[src/rtl/pipeline_stall_ctrl_pkg.sv]
// Shared definitions for the pipeline hazard sequencer.
//   stall_bus_t   : one bit per pipeline register, index = stage below
//   STG_*         : bit positions of each register within a stall_bus_t
//   redir_state_e : branch-redirect FSM state codes
package pipeline_stall_ctrl_pkg;

  typedef logic [7:0] stall_bus_t;

  localparam int unsigned STG_PC     = 0;
  localparam int unsigned STG_IF     = 1;
  localparam int unsigned STG_IF_ID  = 2;
  localparam int unsigned STG_ID     = 3;
  localparam int unsigned STG_ID_EX  = 4;
  localparam int unsigned STG_EX     = 5;
  localparam int unsigned STG_EX_MEM = 6;
  localparam int unsigned STG_MEM_WB = 7;

  typedef enum logic [1:0] {
    StRun  = 2'd0,
    StPend = 2'd1
  } redir_state_e;

endpackage

[src/rtl/pipeline_stall_ctrl_stall_merge.sv]
// Combinational merge of per-stage stall requests.
// The deepest requesting stage sets the freeze level K: registers 0..K hold and
// register K+1 (if any) loads a bubble so the stage ahead of the freeze drains.
// Ports:
//   if_stall_req, id_stall_req, ex_stall_req, mem_stall_req : stage requests
//   stall_vec  : bit k set -> register k holds
//   bubble_vec : bit k set -> register k loads NOP
module pipeline_stall_ctrl_stall_merge
  import pipeline_stall_ctrl_pkg::*;
(
  input  logic       if_stall_req,
  input  logic       id_stall_req,
  input  logic       ex_stall_req,
  input  logic       mem_stall_req,
  output stall_bus_t stall_vec,
  output stall_bus_t bubble_vec
);

  always_comb begin
    stall_vec  = '0;
    bubble_vec = '0;
    if (mem_stall_req) begin
      // K=7: whole pipe frozen, nothing beyond mem_wb to bubble.
      stall_vec = 8'hFF;
    end else if (ex_stall_req) begin
      stall_vec              = 8'h3F;
      bubble_vec[STG_EX_MEM] = 1'b1;
    end else if (id_stall_req) begin
      stall_vec             = 8'h0F;
      bubble_vec[STG_ID_EX] = 1'b1;
    end else if (if_stall_req) begin
      stall_vec             = 8'h03;
      bubble_vec[STG_IF_ID] = 1'b1;
    end
  end

endmodule

[src/rtl/pipeline_stall_ctrl.sv]
// Central hazard sequencer for the 5-stage RV32I pipeline.
// Ports:
//   clk, rst                  : clock, synchronous active-high reset
//   *_stall_req               : per-stage stall requests
//   ex_branch_taken/target    : EX-resolved redirect
//   stall_sign / bubble_sign  : per-register hold / load-NOP controls
//   pc_redirect_valid/addr    : pc_reg loads addr when valid and stall_sign[0]=0
//   stall_cycles              : saturating count of cycles with pc frozen
//   hang                      : sticky watchdog, pc frozen HANG_LIMIT cycles in a row
module pipeline_stall_ctrl
  import pipeline_stall_ctrl_pkg::*;
#(
  parameter int unsigned CNT_W      = 32,
  parameter int unsigned HANG_LIMIT = 1024
) (
  input  logic             clk,
  input  logic             rst,
  input  logic             if_stall_req,
  input  logic             id_stall_req,
  input  logic             ex_stall_req,
  input  logic             mem_stall_req,
  input  logic             ex_branch_taken,
  input  logic [31:0]      ex_branch_target,
  output logic [7:0]       stall_sign,
  output logic [7:0]       bubble_sign,
  output logic             pc_redirect_valid,
  output logic [31:0]      pc_redirect_addr,
  output logic [CNT_W-1:0] stall_cycles,
  output logic             hang
);

  localparam int unsigned RunW = $clog2(HANG_LIMIT + 1);

  stall_bus_t   merge_stall, merge_bubble, fsm_bubble;
  redir_state_e state_q, state_d;
  logic [31:0]  pend_addr_q, pend_addr_d;
  logic [CNT_W-1:0] stall_cycles_q, stall_cycles_d;
  logic [RunW-1:0]  run_cnt_q, run_cnt_d;
  logic         hang_q, hang_d;
  logic         branch_sampled;
  logic         pc_frozen;

  pipeline_stall_ctrl_stall_merge u_stall_merge (
    .if_stall_req  (if_stall_req),
    .id_stall_req  (id_stall_req),
    .ex_stall_req  (ex_stall_req),
    .mem_stall_req (mem_stall_req),
    .stall_vec     (merge_stall),
    .bubble_vec    (merge_bubble)
  );

  // All controls are forced quiet while reset is asserted.
  assign stall_sign = rst ? 8'h00 : merge_stall;
  assign pc_frozen  = stall_sign[STG_PC];

  // A branch only counts if EX is actually advancing this cycle.
  assign branch_sampled = ex_branch_taken & ~stall_sign[STG_EX];

  always_comb begin
    state_d           = state_q;
    pend_addr_d       = pend_addr_q;
    fsm_bubble        = '0;
    pc_redirect_valid = 1'b0;
    pc_redirect_addr  = '0;
    if (!rst) begin
      unique case (state_q)
        StRun: begin
          if (branch_sampled) begin
            fsm_bubble[STG_ID_EX] = 1'b1;
            if (!pc_frozen) begin
              pc_redirect_valid     = 1'b1;
              pc_redirect_addr      = ex_branch_target;
              fsm_bubble[STG_IF_ID] = 1'b1;
            end else begin
              pend_addr_d = ex_branch_target;
              state_d     = StPend;
            end
          end
        end
        StPend: begin
          pc_redirect_valid     = 1'b1;
          pc_redirect_addr      = pend_addr_q;
          // Anything fetched while the redirect waits is wrong-path.
          fsm_bubble[STG_IF_ID] = 1'b1;
          if (branch_sampled) begin
            // Younger branch wins; stay pending so its target lands next.
            pend_addr_d           = ex_branch_target;
            fsm_bubble[STG_ID_EX] = 1'b1;
          end else if (!pc_frozen) begin
            state_d = StRun;
          end
        end
        default: state_d = StRun;
      endcase
    end
  end

  // Stall wins over bubble on the same register.
  assign bubble_sign = rst ? 8'h00 : ((merge_bubble | fsm_bubble) & ~merge_stall);

  always_comb begin
    stall_cycles_d = stall_cycles_q;
    if (pc_frozen && (stall_cycles_q != '1)) begin
      stall_cycles_d = stall_cycles_q + CNT_W'(1);
    end
    run_cnt_d = '0;
    if (pc_frozen) begin
      run_cnt_d = (run_cnt_q == RunW'(HANG_LIMIT)) ? run_cnt_q : run_cnt_q + RunW'(1);
    end
    hang_d = hang_q | (run_cnt_d == RunW'(HANG_LIMIT));
  end

  always_ff @(posedge clk) begin
    if (rst) begin
      state_q        <= StRun;
      pend_addr_q    <= '0;
      stall_cycles_q <= '0;
      run_cnt_q      <= '0;
      hang_q         <= 1'b0;
    end else begin
      state_q        <= state_d;
      pend_addr_q    <= pend_addr_d;
      stall_cycles_q <= stall_cycles_d;
      run_cnt_q      <= run_cnt_d;
      hang_q         <= hang_d;
    end
  end

  assign stall_cycles = stall_cycles_q;
  assign hang         = hang_q;

endmodule

[config.mk]
export PLATFORM = sky130hd
export DESIGN_NAME = pipeline_stall_ctrl
export DESIGN_NICKNAME = d
export VERILOG_FILES = /design/src/rtl/pipeline_stall_ctrl_pkg.sv /design/src/rtl/pipeline_stall_ctrl_stall_merge.sv /design/src/rtl/pipeline_stall_ctrl.sv
export SDC_FILE = /design/constraint.sdc
export NUM_CORES = 1
export LEC_CHECK = 0
export CELL_PAD_IN_SITES_DETAIL_PLACEMENT = 1
export CELL_PAD_IN_SITES_GLOBAL_PLACEMENT = 1
export CORE_MARGIN = 2
export CORE_UTILIZATION = 37
export CTS_CLUSTER_SIZE = 8
export DETAILED_ROUTE_END_ITERATION = 8
export PLACE_DENSITY_LB_ADDON = 0.12
export SLEW_MARGIN = 20
export SYNTH_ARGS = -nofsm -noshare
export SYNTH_HDL_FRONTEND = slang
export SYNTH_HIERARCHICAL = 1
export SYNTH_SLANG_ARGS = --single-unit
export TNS_END_PERCENT = 20
[constraint.sdc]
create_clock -name clk -period 4 [get_ports clk]
set_input_delay 0.6 -clock clk [delete_from_list [all_inputs] [get_ports clk]]
set_output_delay 0.6 -clock clk [all_outputs]
set_load 0.02 [all_outputs]
* Yosys cells after proc, flatten, opt, wreduce, memory -nomap -nowiden *
Index checks and enable logic that the tools add are counted.

storage, ports and cells
  bits in registers = 78
  word-level logic and storage cells = 65
  output and inout bits = 82

operators by class
  reductions and logical operators = 6
  equality and inequality tests = 9
  bitwise gates (word level) = 6
  mux-type cells = 37
  add/sub/neg operators = 2

operator list
  cell                                           count
  two-way mux 32 bit                             6
  one-hot mux 32 bit (2 select lines)            2
  two-way mux 8 bit                              5
  adder 32 x 1 -> 32 bit, second input constant  1
  != test 32 bit, second input constant          1
  == test 11 bit, second input constant          2
  two-way mux 11 bit                             2
  two-way mux 1 bit                              15
  adder 11 x 1 -> 11 bit, second input constant  1
  two-way mux 2 bit                              5
  != test 2 bit, second input constant           5
  bitwise AND 7 x 8 -> 8 bit                     1
  NOT 8 bit                                      1
  AND reduction 4 bit                            2
  OR 7 x 5 -> 7 bit                              1
  one-hot mux 2 bit (2 select lines)             1
  == test 2 x 1 -> 1 bit, second input constant  1
  zero test 2 bit                                1
  one-hot mux 1 bit (2 select lines)             1
  nonzero test 2 bit                             1
  OR reduction 2 bit                             1
  bitwise AND 1 bit                              1
  logical AND 1 bit                              1
  NOT 1 bit                                      1
  OR 1 bit                                       1

* Longest topological paths before layout *
  depth after elaboration = 13
  gate-level depth with buffers = 10
  depth with buffers taken out = 7

* Cells and area by module *
Netlist, hierarchy kept.

by module, submodules not included
  module                           area each (um^2)  times used  cells each  sequential area each (um^2)
  pipeline_stall_ctrl              4117.7            1           525         1541.5
  pipeline_stall_ctrl_stall_merge  121.4             1           17          0.0

* Worst setup path before layout *
Ideal clock, no wire load.

  path type = input-to-output
  start point = input ex_stall_req
  end point = output pc_redirect_addr[10]
  data arrival time = 2.319 ns
  buffers on the path = 2
  required time = 3.400 ns
  stages on the path = 7
  slack = 1.081 ns
  path through = or4_1 > inv_1 > a31oi_1 > or2_2 > clkbuf_1 > clkbuf_1 > nor2_1

between the ends
  word-level cells in the longest chain between the ends = 8
  elaborated cells between the ends (all ways) = 9

RTL lines
  what                                     RTL line                               RTL
  start, declared                          pipeline_stall_ctrl.sv:20              input logic ex_stall_req,
  two-way mux 8 bit (*)                    pipeline_stall_ctrl_stall_merge.sv:25  end else if (ex_stall_req) begin
  two-way mux 8 bit (*)                    pipeline_stall_ctrl_stall_merge.sv:22  if (mem_stall_req) begin
  two-way mux 8 bit (*)                    pipeline_stall_ctrl.sv:53              assign stall_sign = rst ? 8'h00 : merge_stall;
  NOT 1 bit                                pipeline_stall_ctrl.sv:57              assign branch_sampled = ex_branch_taken & ~stall_sign[STG_EX];
  bitwise AND 1 bit                        pipeline_stall_ctrl.sv:57
  two-way mux 32 bit (*)                   pipeline_stall_ctrl.sv:68              if (branch_sampled) begin
  one-hot mux 32 bit (2 select lines) (*)  pipeline_stall_ctrl.sv:66              unique case (state_q)
  two-way mux 32 bit (*)                   pipeline_stall_ctrl.sv:65              if (!rst) begin
  end, declared                            pipeline_stall_ctrl.sv:27              output logic [31:0] pc_redirect_addr,

Mark *: on every way between the ends. The rest lies on a longest branch, timed or not.

* Worst setup path in the final report *
  start point = input ex_stall_req
  end point = output pc_redirect_addr[5]

between the ends
  elaborated cells between the ends (all ways) = 9

RTL lines
  what                                 RTL line                               RTL
  two-way mux 8 bit                    pipeline_stall_ctrl_stall_merge.sv:25
  two-way mux 8 bit                    pipeline_stall_ctrl_stall_merge.sv:22
  named net merge_stall[0]             pipeline_stall_ctrl.sv:34              stall_bus_t merge_stall, merge_bubble, fsm_bubble;
  two-way mux 8 bit                    pipeline_stall_ctrl.sv:53
  two-way mux 32 bit                   pipeline_stall_ctrl.sv:70              if (!pc_frozen) begin
  two-way mux 32 bit                   pipeline_stall_ctrl.sv:68
  one-hot mux 32 bit (2 select lines)  pipeline_stall_ctrl.sv:66
  two-way mux 32 bit                   pipeline_stall_ctrl.sv:65

The timed path passes the listed nets, and every way through them passes these cells.

==> impl_summary.txt <==
----------------------------------------------------
[Setup path]
  Data arrival time at the worst-slack endpoint ... about 3 ns
  Most used cell along the critical path ... sky130_fd_sc_hd__clkdlybuf4s50_1
  Max incr delay on CP ... approximately 0.62 ns
  Top cell family by delay on the critical path ... buffers and inverters
  Reg2Reg Depth ... 5
  CP endpoint kind ... output port
  Critical path buffers and inverters ... 3
  Series of cell instances along the critical path ... clkdlybuf4s50_1 > or4_1 > inv_1 > a31oi_1 > or2_4 > nor2_1 > clkdlybuf4s50_1
  Required time of the critical path ... about 3.4 ns
  Depth of the critical timing path with buffers and inverters included ... 7
  Highest-delay cell along the critical path ... sky130_fd_sc_hd__clkdlybuf4s50_1
  Type of origin of the critical path ... primary input
  Maximum fanout count along the critical path ... 33
  Classification of the worst setup path ... primary input to output port

[Synthesis]
  Complex-gate fraction of the synthesized area ... ~14%
  Cell count after synthesis ... between 500 and 600
  Area of the mapped netlist ... ~0.0042 sq mm
  Synth Area in XOR/XNOR ... under 10%
  Synth top area cells ... sky130_fd_sc_hd__dfxtp_1 36%, sky130_fd_sc_hd__mux2i_1 7.6%, sky130_fd_sc_hd__a21oi_1 7.4%, sky130_fd_sc_hd__nand2_1 7.0%, sky130_fd_sc_hd__nor2_1 4.9%
  Post-synthesis share of cell area spent on and, or, nand and nor gates ... 29.8%
  Largest area contributor in the netlist ... sky130_fd_sc_hd__dfxtp_1
  Fraction of registers with async set or reset after synthesis ... 0%
  Dominant combinational cell family by area after synthesis ... simple AND/OR/NAND/NOR gates
  Distinct cells, synth ... 52
  Share of the synthesized area in the top cell type ... between 30% and 40%
  Mux contribution to synthesized area ... 8.97%
  Register area share after synthesis ... 36.4%
  Most common cell in the synthesized netlist ... sky130_fd_sc_hd__nand2_1
  Adder-cell area share of the yosys netlist ... 1.77%
  Post-synthesis average cell area ... just under 8 sq um
  Most numerous cell types in the synthesized netlist ... 79 x sky130_fd_sc_hd__nand2_1, 77 x sky130_fd_sc_hd__dfxtp_1, 63 x sky130_fd_sc_hd__a21oi_1
  Number of flops mapped to enable cells by yosys ... 0
  Yosys warns ... 6
  Ys flop type ... sky130_fd_sc_hd__dfxtp_1
  Register bit total from synthesis ... 77

[Cells and area]
  Sequential standard cell area ... ~0.0015 sq mm
  Multi-input combinational cell area ... between 0.002 and 0.0025 sq mm
  Number of diodes added for antenna fixing ... 0
  Final design instance area without fill ... between 0.005 and 0.006 sq mm
  Layout-stage area growth over the synthesis result ... 35.7%
  Filler Cells Inserted ... 1395
  Total Nets Final ... approximately 680
  Fraction of final layout cells with drive strength greater than 1 ... under 10%

[STA]
  Crit share post-route ... roughly 90%
  Final hold violation count ... 0
  Post-route clock skew ... 0.00495 ns
  Post-route setup TNS ... 0 ns
  Final Max Tran Viols ... 0
  Max frequency ... 273 MHz
  Max-Slew Margin vs Limit ... about a third
  Unrepaired setup endpoints after global routing ... no
  Number of failing setup endpoints in the final timing report ... 0
  Fin crit period ... between 3 and 4 ns
  Actual transition at the worst max-transition pin ... about 0.98 ns

[Routing]
  Number of nets with antenna violations after routing ... 0
  Post-DR wirelength/cell ... between 15 and 20 um
  Initial drt markers ... between 150 and 200
  Iteration count of the initial detailed-routing pass ... 4
  Number of DRC violations after detailed routing ... 0
  DR vias ... just over 4000
  Drt via density ... ~5.3
  Post-detailed-routing wire length ... 12300 um

[CTS]
  Number of hold buffers added after cts ... 0
  CTS Buffer Depth ... 2
  Buffers inserted by post-CTS timing repair ... 0
  Clock net sink count ... between 70 and 80
  Clock tree from TritonCTS ... built
  Clock latency of the later-clocked register in the worst-skew pair ... between 0.3 and 0.4 ns
  Clock transition at path regs ... approximately 0.050 ns
  CTS H-Tree Depth ... 3
  Cts repair resizes ... 0
  TritonCTS buffer count ... 9
  Root buf cell ... sky130_fd_sc_hd__clkbuf_16

[Worst hold path]
  Type of the most critical hold path ... register to register
  Cell depth of the worst hold path ... 2

[Power and ir drop]
  PD cells ... around 430 mW/mm^2
  IR drop worst, VDD ... between 0.2 and 0.3 mV
  Power consumption ... 2.45 mW
  Lkg Pwr ... ~1.9 nW

[Outcome]
  Outcome ... finished clean

[Global routing]
  Number of global-route vias before repair ... 4104
  Overall overflow remaining after global route ... 0
  Global-route usage over all layers ... between 10% and 20%
  Global-route wire length before repair ... between 20000 and 25000 um
  Initial antenna violation count ... 0
  Maximum number of pins on one net before global-route repair ... between 40 and 50

[Placed design]
  DP HPWL ... around 8700 um
  Placed inst area ... 0.00544 sq mm
  Weighted congestion at the end of routability-driven global placement ... between 0.7 and 0.8
  Number of I/O port buffers ... between 100 and 150

[Die]
  Die ar. ... around 0.012 sq mm
  Initial standard-cell utilization of the core ... between 30% and 40%
  Vertical extent of the die ... 111 um
  Die X ... about 110 um
  Core Area ... around 0.011 sq mm
  Number of top-level pins ... roughly 120
  Standard-cell rows ... 39

[Job]
  Max capacitance violation total ... 0

----------------------------------------------------
-- layout by cell type (no fill, tap or decap), types with 2 or more instances in the layout --
master and n:
sky130_fd_sc_hd__a211oi_1 2, sky130_fd_sc_hd__a21oi_1 63, sky130_fd_sc_hd__and3_1 3, sky130_fd_sc_hd__and4_1 4
sky130_fd_sc_hd__buf_4 10, sky130_fd_sc_hd__bufinv_16 2, sky130_fd_sc_hd__clkbuf_16 9, sky130_fd_sc_hd__clkdlybuf4s50_1 114
sky130_fd_sc_hd__clkinv_2 3, sky130_fd_sc_hd__conb_1 5, sky130_fd_sc_hd__dfxtp_1 76, sky130_fd_sc_hd__ha_1 6
sky130_fd_sc_hd__inv_1 14, sky130_fd_sc_hd__mux2_2 3, sky130_fd_sc_hd__mux2i_1 32, sky130_fd_sc_hd__nand2_1 79
sky130_fd_sc_hd__nand2b_1 3, sky130_fd_sc_hd__nand3_1 14, sky130_fd_sc_hd__nand4_1 14, sky130_fd_sc_hd__nor2_1 55
sky130_fd_sc_hd__nor2b_1 11, sky130_fd_sc_hd__nor3_1 8, sky130_fd_sc_hd__nor3_2 2, sky130_fd_sc_hd__nor3b_1 7
sky130_fd_sc_hd__nor4_1 4, sky130_fd_sc_hd__o211ai_1 2, sky130_fd_sc_hd__o21ai_0 10, sky130_fd_sc_hd__o21ai_1 7
sky130_fd_sc_hd__o31ai_1 11, sky130_fd_sc_hd__or2_1 2, sky130_fd_sc_hd__or3_1 20, sky130_fd_sc_hd__or4_1 11
sky130_fd_sc_hd__xnor2_1 9, sky130_fd_sc_hd__xor2_1 3
-- per-stage QoR --
step / instances / worst slack, ns / utilization (%) / hold slack, ns
2_1_floorplan: 546 / 1.08 / - / 0.436
3_3_place_gp: 768 / 0.188 / 48.0 / 0.442
3_5_place_dp: 768 / 0.135 / 48.0 / 0.451
4_1_cts: 783 / 0.127 / 50.8 / 0.458
5_1_grt: 783 / 0.178 / 50.8 / 0.473
6_report: 783 / 0.341 / 50.8 / 0.456
-- routing by layer --
| layer | track usage [%] | vias to the layer above | routed length [um] |
|---|---|---|---|
| li1 | - | 2067 | - |
| met1 | 25.5 | 1987 | 5740 |
| met2 | 34.0 | 66 | 6010 |
| met3 | 3.94 | 7 | 399 |
| met4 | 5.27 | 0 | 117 |
| met5 | 0 | - | 0 |
-- path summary, 6_finish.rpt --
check / slack (ns) / to / start
worst max-delay path: 0.34 / pc_redirect_addr[5] / ex_stall_req
worst min-delay path: 0.46 / pend_addr_q[11] / pend_addr_q[11]
worst max register to register: 1.41 / stall_cycles[1] / stall_cycles[6]
worst min register to register: 0.46 / pend_addr_q[11] / pend_addr_q[11]
-- flip-flops by register name, indices dropped and copies added, names as in the netlist --
| name | cells |
|---|---|
| pend_addr_q | 32 |
| stall_cycles | 32 |
| run_cnt_q | 11 |
| hang | 1 |
| state_q | 1 |
-- area by class of cell --
class                      count  area share (%)
clock buffer                  10            4.15
clock inverter                 5            1.31
inverter                      14           0.914
multi-input combinational    409            42.5
sequential                    77            26.8
tap                          143            3.11
timing repair buffer         125            21.2
-- power breakdown --
part | internal [mW] | switching [mW] | total, mW
registers | 0.835 | 0.0409 | 0.875
clock network | 0.557 | 0.314 | 0.871
logic | 0.308 | 0.394 | 0.702
total | 1.70 | 0.749 | 2.45
-- tightest hold or removal path, stage by stage, from the launching register on --
cell                      delay [ns]
sky130_fd_sc_hd__dfxtp_1        0.31
sky130_fd_sc_hd__nand2_1        0.05
sky130_fd_sc_hd__a21oi_1        0.05
-- cell families after synthesis --
family,count (synthesis)
adder cells (fa/ha/maj),6
multiplexers,37
AND/OR/NAND/NOR,246
flip-flops,77
other,1
AO/OA/AOI/OAI,103
XOR/XNOR,12
buffers and inverters,60
(Power assumes the default switching activity.)
